### src/rtl/uart_defs_pkg.sv
// ---------------------------------------------------------------------------
// uart_defs_pkg : frame constants and FSM encodings shared by UART blocks
// Rev 1.0
// ---------------------------------------------------------------------------
`default_nettype none

package uart_defs_pkg;

  localparam int UART_DATA_BITS    = 8;
  localparam int UART_STOP_BITS    = 2;
  localparam int UART_CLKS_PER_BIT = 8464;

  typedef logic [2:0] uart_state_t;

  localparam uart_state_t ST_IDLE   = 3'd0;
  localparam uart_state_t ST_START  = 3'd1;
  localparam uart_state_t ST_DATA   = 3'd2;
  localparam uart_state_t ST_PARITY = 3'd3;
  localparam uart_state_t ST_STOP1  = 3'd4;
  localparam uart_state_t ST_STOP2  = 3'd5;

  function automatic logic parity_bit(input logic [7:0] i_byte, input logic i_odd);
    return (^i_byte) ^ i_odd;
  endfunction

endpackage

`default_nettype wire

### src/rtl/uart_baud_tick.sv
// ---------------------------------------------------------------------------
// uart_baud_tick : bit-period down-counter, one-cycle tick on the last cycle
// Rev 1.0
// ---------------------------------------------------------------------------
`default_nettype none

module uart_baud_tick #(
  parameter int CLKS_PER_BIT = 8464
) (
  input  logic clk,
  input  logic rst,
  input  logic i_restart,
  output logic o_tick
);

  localparam int            c_cw     = (CLKS_PER_BIT > 2) ? $clog2(CLKS_PER_BIT) : 1;
  localparam logic [c_cw-1:0] c_reload = c_cw'(CLKS_PER_BIT - 1);

  logic [c_cw-1:0] r_cnt;

  // Restart preloads so the first bit after a restart lasts a full period.
  always_ff @(posedge clk or posedge rst) begin
    if (rst) begin
      r_cnt <= '0;
    end else if (i_restart || (r_cnt == '0)) begin
      r_cnt <= c_reload;
    end else begin
      r_cnt <= r_cnt - 1'b1;
    end
  end

  assign o_tick = (r_cnt == '0) && !i_restart;

endmodule

`default_nettype wire

### src/rtl/uart_tx.sv
// ---------------------------------------------------------------------------
// uart_tx : 8-bit, parity, 2-stop UART transmitter with one-entry holding reg
// Rev 1.0
// ---------------------------------------------------------------------------
`default_nettype none

module uart_tx
  import uart_defs_pkg::*;
#(
  parameter int CLKS_PER_BIT = UART_CLKS_PER_BIT,
  parameter bit PARITY_ODD   = 1'b0
) (
  input  logic       clk,
  input  logic       rst,
  input  logic [7:0] data_in,
  input  logic       data_valid,
  output logic       data_ready,
  output logic       tx,
  output logic       busy
);

  uart_state_t r_state;
  uart_state_t w_state_next;
  logic [7:0]  r_hold;
  logic        r_hold_full;
  logic [7:0]  r_shift;
  logic [7:0]  w_shift_next;
  logic [2:0]  r_bit_idx;
  logic        r_parity;
  logic        r_tx;
  logic        w_tx_next;
  logic        w_tick;
  logic        w_accept;
  logic        w_load;
  logic        w_last_data;

  uart_baud_tick #(
    .CLKS_PER_BIT(CLKS_PER_BIT)
  ) u_baud (
    .clk      (clk),
    .rst      (rst),
    .i_restart(r_state == ST_IDLE),
    .o_tick   (w_tick)
  );

  assign w_accept    = data_valid && !r_hold_full;
  assign w_load      = r_hold_full && ((r_state == ST_IDLE) || ((r_state == ST_STOP2) && w_tick));
  assign w_last_data = (r_bit_idx == 3'(UART_DATA_BITS - 1));

  always_ff @(posedge clk or posedge rst) begin
    if (rst) begin
      r_state <= ST_IDLE;
    end else begin
      r_state <= w_state_next;
    end
  end

  always_comb begin
    w_state_next = r_state;
    case (r_state)
      ST_IDLE:   if (r_hold_full) w_state_next = ST_START;
      ST_START:  if (w_tick) w_state_next = ST_DATA;
      ST_DATA:   if (w_tick && w_last_data) w_state_next = ST_PARITY;
      ST_PARITY: if (w_tick) w_state_next = ST_STOP1;
      ST_STOP1:  if (w_tick) w_state_next = ST_STOP2;
      ST_STOP2:  if (w_tick) w_state_next = r_hold_full ? ST_START : ST_IDLE;
      default:   w_state_next = ST_IDLE;
    endcase
  end

  // The line value is computed for the state being entered so tx can be registered.
  always_comb begin
    w_shift_next = r_shift;
    if (w_load) begin
      w_shift_next = r_hold;
    end else if ((r_state == ST_DATA) && w_tick) begin
      w_shift_next = r_shift >> 1;
    end
    w_tx_next = 1'b1;
    case (w_state_next)
      ST_START:  w_tx_next = 1'b0;
      ST_DATA:   w_tx_next = w_shift_next[0];
      ST_PARITY: w_tx_next = r_parity;
      default:   w_tx_next = 1'b1;
    endcase
  end

  always_ff @(posedge clk or posedge rst) begin
    if (rst) begin
      r_hold      <= '0;
      r_hold_full <= 1'b0;
      r_shift     <= '0;
      r_bit_idx   <= '0;
      r_parity    <= 1'b0;
      r_tx        <= 1'b1;
    end else begin
      r_tx    <= w_tx_next;
      r_shift <= w_shift_next;
      if (w_load) begin
        r_hold_full <= 1'b0;
        r_bit_idx   <= '0;
        r_parity    <= parity_bit(r_hold, PARITY_ODD);
      end else if (w_accept) begin
        r_hold      <= data_in;
        r_hold_full <= 1'b1;
      end
      if ((r_state == ST_DATA) && w_tick) begin
        r_bit_idx <= r_bit_idx + 3'd1;
      end
    end
  end

  assign tx         = r_tx;
  assign data_ready = !r_hold_full;
  assign busy       = (r_state != ST_IDLE);

endmodule

`default_nettype wire

### config.mk
export PLATFORM = sky130hd
export DESIGN_NAME = uart_tx
export DESIGN_NICKNAME = d
export VERILOG_FILES = /design/src/rtl/uart_defs_pkg.sv /design/src/rtl/uart_baud_tick.sv /design/src/rtl/uart_tx.sv
export SDC_FILE = /design/constraint.sdc
export NUM_CORES = 1
export LEC_CHECK = 0
export CORE_UTILIZATION = 35
export DETAILED_ROUTE_END_ITERATION = 12
export PLACE_DENSITY = 0.49
export SLEW_MARGIN = 20
export SYNTH_ARGS = -nofsm -noshare
export SYNTH_HDL_FRONTEND = slang
export SYNTH_SLANG_ARGS = --single-unit
### constraint.sdc
create_clock -name clk -period 5.5 [get_ports clk]
set_clock_uncertainty 0.05 [all_clocks]
set_input_delay 1.65 -clock clk [delete_from_list [all_inputs] [get_ports clk]]
set_output_delay 1.65 -clock clk [all_outputs]
set_load 0.02 [all_outputs]
Yosys cells after proc, flatten, opt, wreduce, memory -nomap -nowiden
Cells that the tools add are included.
- add/sub/neg operators: 2
- bitwise logic cells: 1
- muxes and demuxes: 16
- reduce and logical (&&, ||, !) cells: 17
- equality and inequality tests: 9
- operator list (cell ; count):
    3-bit 2-to-1 mux ; 8
    3-bit one-hot mux with 6 select lines ; 1
    8-bit 2-to-1 mux ; 2
    14-bit logical NOT ; 1
    14-bit 2-to-1 mux ; 1
    14-bit by 1-bit subtractor with 14-bit output (second input constant) ; 1
    3-bit by 2-bit == test with 1-bit output (second input constant) ; 4
    3-bit == test (second input constant) ; 3
    8-bit parity ; 1
    3-bit by 1-bit == test with 1-bit output (second input constant) ; 2
    1-bit logical AND ; 6
    2-bit nonzero test ; 2
    3-bit by 1-bit adder with 3-bit output (second input constant) ; 1
    3-bit logical NOT ; 1
    1-bit 2-to-1 mux ; 3
    1-bit one-hot mux with 3 select lines ; 1
    3-bit nonzero test ; 1
    1-bit logical NOT ; 2
    1-bit logical OR ; 2
    2-bit AND reduction ; 1
    1-bit inverter ; 1
- flip-flop bits (word level): 39
- input bits: 11
- output and inout bits: 3
- logic and storage cells: 54

Depth between registers and ports, before layout
Gate-level depths: netlist (run 1).
- depth in word-level cells: 8
- gate-level depth with buffers: 8
- mapped depth without buffers: 7

By module
A second synthesis (run 1) with hierarchy kept.
- cell total of the unflattened synthesis: 190
- area, all modules: 1986.9 um^2
- by module, submodules not included (module ; cells an instance ; area each (um^2) ; sequential area each (um^2) ; times used):
    uart_tx ; 111 ; 1229.9 ; 626.9 ; 1
    uart_baud_tick ; 79 ; 757.0 ; 350.3 ; 1

Worst setup path before layout (run 1)
No wires, ideal clock.
- kind: register -> output
- from: reg r_state[2]
- to: out busy
- arrival: 0.993 ns
- path slack: 2.807 ns
- stages on the path, launching flop included: 3
- data required time: 3.800 ns
- buffers on the path: 1
- cells stage by stage: dfrtp_1 > clkbuf_8 > or3_1
- word-level cells in the longest chain between the ends: 1
- RTL lines (element ; RTL line ; source):
    start: declaration ; uart_tx.sv:22 ; uart_state_t r_state;
    start signal: assignment ; uart_tx.sv:54 ; r_state <= w_state_next;
    3-bit nonzero test ; uart_tx.sv:115 ; assign busy = (r_state != ST_IDLE);
    end: declaration ; uart_tx.sv:19 ; output logic busy
Every way passes these cells.

Final worst setup path (run 1)
Same ends and word-level chain as after synthesis.

==> results of run 1 <==
## worst max-delay path: stages, from the launching register on
cell             delay, ps
dfrtp_1                500
or3_1                  470
clkdlybuf4s50_1        560
## worst min path at each step
stage                                from  slack, ps  depth (start not counted)              end
after floorplan                r_shift[1]        390                          1       r_shift[1]
after global placement    u_baud.r_cnt[0]        420                          1  u_baud.r_cnt[0]
after detailed placement       r_shift[2]        420                          1       r_shift[2]
after CTS                      r_shift[2]        440                          1       r_shift[2]
after global routing           r_shift[2]        450                          1       r_shift[2]
final                          r_shift[2]        430                          1       r_shift[2]
## cell type report
| class | instances | area (µm²) | share of cell area [%] |
|---|---|---|---|
| clock inverter | 1 | 7.51 | 0.324 |
| multi-input combinational | 128 | 982 | 42.5 |
| tap | 72 | 90.1 | 3.89 |
| sequential | 39 | 977 | 42.2 |
| clock buffer | 7 | 96.3 | 4.16 |
| inverter | 6 | 22.5 | 0.973 |
| timing repair buffer | 14 | 138 | 5.95 |
## registers in the layout, indices dropped and copies added (netlist names)
register and cells:
u_baud.r_cnt 14, r_hold 8, r_shift 8, r_bit_idx 3, r_state 3, r_hold_full 1, r_parity 1, tx 1
## metrics by stage
step           setup slack, ps  instances  util, %  area, µm²
6_report                  1990        267     41.5       2310
5_1_grt                   1920        267     41.5       2310
4_1_cts                   1970        267     41.5       2310
3_5_place_dp              2150        259     39.6       2210
3_3_place_gp              2240        259     39.6       2210
2_1_floorplan             2810        180        -       2060
## logic make-up after synthesis
family	count (synthesis)	share of synthesized area, %
simple gates	61	16.7
flops	39	47.5
compound gates	34	14.8
xor+xnor	18	7.66
buf+inv	13	4.74
mux	11	6.20
fa+ha+maj	4	2.43
## cell usage in the layout (no fill, tap or decap), types with 3 or more instances in the layout
master / instances
dfrtp_1: 38
nand2_1: 19
nor2_1: 14
xnor2_1: 14
clkdlybuf4s50_1: 13
mux2_2: 10
a21o_1: 7
clkbuf_8: 7
inv_1: 6
o21ai_0: 6
a21oi_1: 6
a22o_4: 5
nand3_1: 5
xor2_1: 4
ha_1: 4
nor4_1: 3
## power by group through the flow
stage               Combinational (mW)  Clock, mW  Sequential, mW
finish                           0.178      0.211           0.414
global route                     0.203      0.234           0.425
CTS                              0.183      0.221           0.413
detailed placement               0.181          0           0.419
global placement                 0.178          0           0.415
floorplan                        0.149          0           0.399
## per-layer routing
layer  vias up  wire, µm
met4         0        53
met5         -         0
met2        16      1670
li1        661         -
met3         5       119
met1       661      1910
==> results.md, run 1 <==
- Core Region: between 5000 and 6000 µm²
- Top_reg_cell synth: dfrtp_1
- Die span in x: between 70 and 80 µm
- Leakage: 1.04 nW
- Height of the die: 78.7 µm
- Final TNS setup: 0 ps
- Area grow syn2layout: 12.5%
- Max-cap violations: 0
- First-pass GRT wire length: ~6600 µm
- Final Setup Violations: 0
- Worst Setup SP: r_state[2]
- Largest net degree at the start of global routing: 40
- Worst setup endpoint: busy
- Rows: 27
- Routed WL per cell: ~14 µm
- Synth Warn #: 0
- Ant diodes: 0
- Worst slew margin: 35.9%
- DRT antenna net count: 0
- Worst slew pin tran: about 950 ps
- Asr flop ratio synth: 100%
- DR vias/cell: between 5 and 6
- Hold-fix buffers, CTS: 0
- Post-synth top area share: between 40% and 50%
- Synth Register Bits: 39
- Final hold vios: 0
- Met2 Track Usage GR: between 10% and 20%
- Post-Syn Area: roughly 2100 µm²
- HPWL after detailed placement: approximately 2700 µm
- Hold/Removal Path Class: reg2reg
- CTS sink cnt: 39
- Routed WL: between 3000 and 4000 µm
- Initial drt markers: 35
- Hold WS: 434 ps
- Internal Dissipation: approximately 550 µW
- Comb power frac: between 20 and 25%
- Gr busiest metal: met1
- Nets: around 210
- IO buf count: 13
- Initial antenna violation count: 0
- Most frequent cell after synthesis: dfrtp_1
- Avg Cell Area, Syn: between 10 and 15 µm²
- Met1 Usage GRT: 20.8%
- Clk pwr share: between 20% and 30%
- I/O Pins: 14
- CTS tree: yes
- Dominant cells by area after synthesis: dfrtp_1 46%, xnor2_1 6.0%, mux2_2 5.5%
- Net Sw Power: roughly 250 µW
- R2R setup slack: approximately 2300 ps
- # fillers: 557
- Cells after synthesis: 180
- Residual DRC: 0
- Leading area contributor after synthesis: dfrtp_1
- Post-CTS sizing: 0
- H-tree levels: 2
- Max Root-Sink Buffers: 2
- Post-CTS setup buffer count: 0
- Starting density of the core: between 30% and 40%
- DR pass1 iterations: 4
- Final worst path period share: between 60% and 70%
- Count of pins over their slew limit: 0
- R2R Path End: r_bit_idx[0]
- Total grt overflow: 0
- Critical path type: reg2out
- CP Capture Type: primary output
- Final Critical Period: about 3500 ps
- PD cells: ~350 nW/µm²
- Sequential share of power: between 50% and 60%
- Outcome: completed
- Vias in the first global route: roughly 1300
- Sw Share: roughly 31%
- Synth cell count leaders: 38 x dfrtp_1, 19 x nand2_1, 14 x nor2_1, 14 x xnor2_1, 10 x mux2_2
- Reg clk slew, reported paths: 70 ps
- Reg2Reg Depth: 7
- Final Power: about 800 µW
- RR Startpoint: u_baud.r_cnt[0]
- Root Driver: clkbuf_8
- Startpoint types: flop
- Maximum clock frequency: ~0.28 GHz
- Routing usage on met3: about 3.5%
- Num CTS Buffers: 5
- Register area share after synthesis: a little under half
- Peak VDD IR: approximately 150 µV
- Layout cells sized above 1: slightly above 20%
- Post-synth EDFFs: 0
- Worst path arrival time: 1810 ps
- DR vias: around 1300
- Worst-path maximum fanout: 11
- RSZ-0062 raised after global routing: no
- Post-synth cell types: between 40 and 50
- Routability Congestion: roughly 0.73
- Req. time, crit path: between 3000 and 4000 ps
- Die ar.: 6190 µm²
- Tot GR Track Use: 13.9%
- Clk_lat worst skew: about 290 ps
- Net Count, Synth: 195
(Power assumes the default switching activity.)
==> run 2, diff against run 1 <==
PLACE_DENSITY = 0.51   (was 0.49)
clock period = 3 ns   (was 5.5 ns; I/O delays follow)
==> run 2 against run 1 <==
  * Via count down 0.30%
  * Combinational power is 89% higher
  * Sequential share of layout area shrank 0.25 points
  * Final area rose by 0.59%
  * Setup slack lost 1800 ps
  * Clock power up 75%
  * Non-clock buffer count rose by 3
  * Critical path depth did not move
  * Largest power group unchanged
  * Total power grew 82%
==> results.md, run 2 (synthesized netlist as in run 1, its figures left out) <==
- Clk pwr share: 25.3% (-1.0 points)
- Residual DRC: 0 (unchanged)
- Sequential standard cell area: 977 µm² (unchanged)
- Reg2Reg Depth: 7 (unchanged)
- CP Capture Type: primary output
- RSZ-0062 raised after global routing: no
- Regs by FF count: u_baud.r_cnt: 14 flops, r_hold: 8 flops, r_shift: 8 flops
- Post-CTS setup buffer count: 0 (unchanged)
- Routed WL: 3860 µm (+2.7%)
- Worst path max stage delay: 560 ps (about the same)
- CTS tree: yes
- DR pass1 iterations: 4 (unchanged)
- Leading cell type in the layout, fill and taps excluded: dfrtp_1
- Max-cap violations: 0 (unchanged)
- Worst-path maximum fanout: 11 (unchanged)
- IO buf count: 13 (unchanged)
- First-pass GRT wire length: 6930 µm (+5.1%)
- Reg clk slew, reported paths: 80 ps (about the same)
- Most frequent cells in the layout: 38 x dfrtp_1, 19 x nand2_1, 14 x nor2_1, 14 x xnor2_1, 13 x clkdlybuf4s50_1
- Final Critical Period: approximately 2800 ps
- Reg with most FFs: u_baud.r_cnt
- Final Power: 1.46 mW (+82%)
- CTS sink cnt: 39 (unchanged)
- Net Sw Power: 468 µW (+86%)
- Req. time, crit path: 2050 ps (-1750 ps)
- RR Startpoint: u_baud.r_cnt[0]
- Die ar.: 6190 µm² (unchanged)
- Largest net degree at the start of global routing: 40 (unchanged)
- Clk_lat worst skew: 290 ps (about the same)
- Nets: 212 (+1.4%)
- Height of the die: 78.7 µm (unchanged)
- Max reg flops: 14 (unchanged)
- Area taken by multi-input logic gates: 982 µm² (unchanged)
- Rows: 27 (unchanged)
- Worst slew pin tran: 560 ps (-390 ps)
- Total grt overflow: 0 (unchanged)
- Num CTS Buffers: 5 (unchanged)
- Layout cells sized above 1: 21.2% (+0.70 points)
- Worst slew margin: 62.1% (+26 points)
- DR vias/cell: 4.96 (-1.4%)
- Hold/Removal Path Class: reg2reg
- I/O Pins: 14 (unchanged)
- Worst setup endpoint: busy
- Leakage: 1.05 nW (+1.4%)
- Worst Setup SP: r_state[2]
- Initial drt markers: 58 (+66%)
- Maximum clock frequency: ~0.36 GHz
- Sequential share of power: 51.7% (+0.2 points)
- Internal Dissipation: 993 µW (+80%)
- Final worst path period share: 92.4%
- Tot GR Track Use: 14.8% (+0.93 points)
- DRT antenna net count: 0 (unchanged)
- Peak VDD IR: 278 µV (+90%)
- PD cells: 628 nW/µm² (+81%)
- Comb power frac: 23.0% (+0.8 points)
- Sw Share: 32.1% (+0.75 points)
- Routability Congestion: 0.800 (+9.6%)
- Routed WL per cell: 14.3 µm (+1.5%)
- Hold-fix buffers, CTS: 0 (unchanged)
- Die span in x: 78.7 µm (unchanged)
- Critical path's slowest cell: clkdlybuf4s50_1
- R2R setup slack: 450 ps (-1870 ps)
- Starting density of the core: 36.9% (unchanged)
- H-tree levels: 2 (unchanged)
- Count of pins over their slew limit: 0 (unchanged)
- Max Root-Sink Buffers: 2 (unchanged)
- Final Setup Violations: 0 (unchanged)
- Vias in the first global route: 1450 (+8.6%)
- Final hold vios: 0 (unchanged)
- DR vias: 1339 (-0.30%)
- Critical path type: reg2out
- Startpoint types: flop
- Post-CTS sizing: 0 (unchanged)
- Root Driver: clkbuf_8
- Worst path arrival time: 1820 ps (about the same)
- Ant diodes: 0 (unchanged)
- Core Region: 5570 µm² (unchanged)
- Area grow syn2layout: 13.1%
- HPWL after detailed placement: 2860 µm (+4.2%)
- Crit-path cells: or3_1, clkdlybuf4s50_1
- Outcome: completed
- Final TNS setup: 0 ps (unchanged)
- # fillers: 540 (-3.1%)
- Core Util, Final: 41.8% (+0.25 points)
- Initial antenna violation count: 0 (unchanged)
- R2R Path End: r_state[0]
## run 2: worst max-delay path, delay by kind of cell, from the launching register on
kind | cells | cell delay, ps
AND/OR/NAND/NOR | 1 | 470
buffers and inverters | 1 | 560
flip-flops | 1 | 510
## run 2: cell type report
cell class,instances,area share (%)
multi-input cells,128,42.2
flip-flops and latches,39,42.0
repair buffers,17,6.88
well taps,72,3.87
clock buffers,7,3.71
inverters,6,0.968
clock inverters,1,0.376
## run 2: power groups by stage
| stage | registers [mW] | logic, mW | clock network (mW) |
|---|---|---|---|
| 2_1_floorplan | 0.732 | 0.273 | 0 |
| 3_3_place_gp | 0.760 | 0.327 | 0 |
| 3_5_place_dp | 0.764 | 0.340 | 0 |
| 4_1_cts | 0.755 | 0.340 | 0.387 |
| 5_1_grt | 0.774 | 0.378 | 0.409 |
| 6_report | 0.756 | 0.336 | 0.370 |
## run 2: metal layers
layer | global-route usage [%] | part of all wire (%)
met5 | 0 | 0
met4 | 5.19 | 1.4
met3 | 3.49 | 2.7
met2 | 23.8 | 48
met1 | 19.3 | 48
## run 2: how the worst min path moves through the flow
stage | from | to | slack [ps] | cells past startpoint
4_1_cts | u_baud.r_cnt[0] | u_baud.r_cnt[0] | 450 | 1
6_report | u_baud.r_cnt[0] | u_baud.r_cnt[0] | 440 | 1
3_3_place_gp | u_baud.r_cnt[0] | u_baud.r_cnt[0] | 420 | 1
5_1_grt | r_shift[1] | r_shift[1] | 480 | 1
3_5_place_dp | r_shift[1] | r_shift[1] | 430 | 1
2_1_floorplan | r_shift[1] | r_shift[1] | 390 | 1
## run 2: through the flow
| stage | instance area (µm²) | cells | setup WS (ps) | hold WS [ps] |
|---|---|---|---|---|
| floorplan | 2060 | 180 | 762 | 394 |
| global placement | 2230 | 262 | 533 | 419 |
| detailed placement | 2230 | 262 | 474 | 426 |
| CTS | 2330 | 270 | 218 | 446 |
| global route | 2330 | 270 | 172 | 476 |
| finish | 2330 | 270 | 229 | 441 |
==> run 3, diff against run 2 <==
CAP_MARGIN = 20   (was unset)
==> results of run 3 <==
No change in the layout: final DEF, timing and power equal those of run 2.
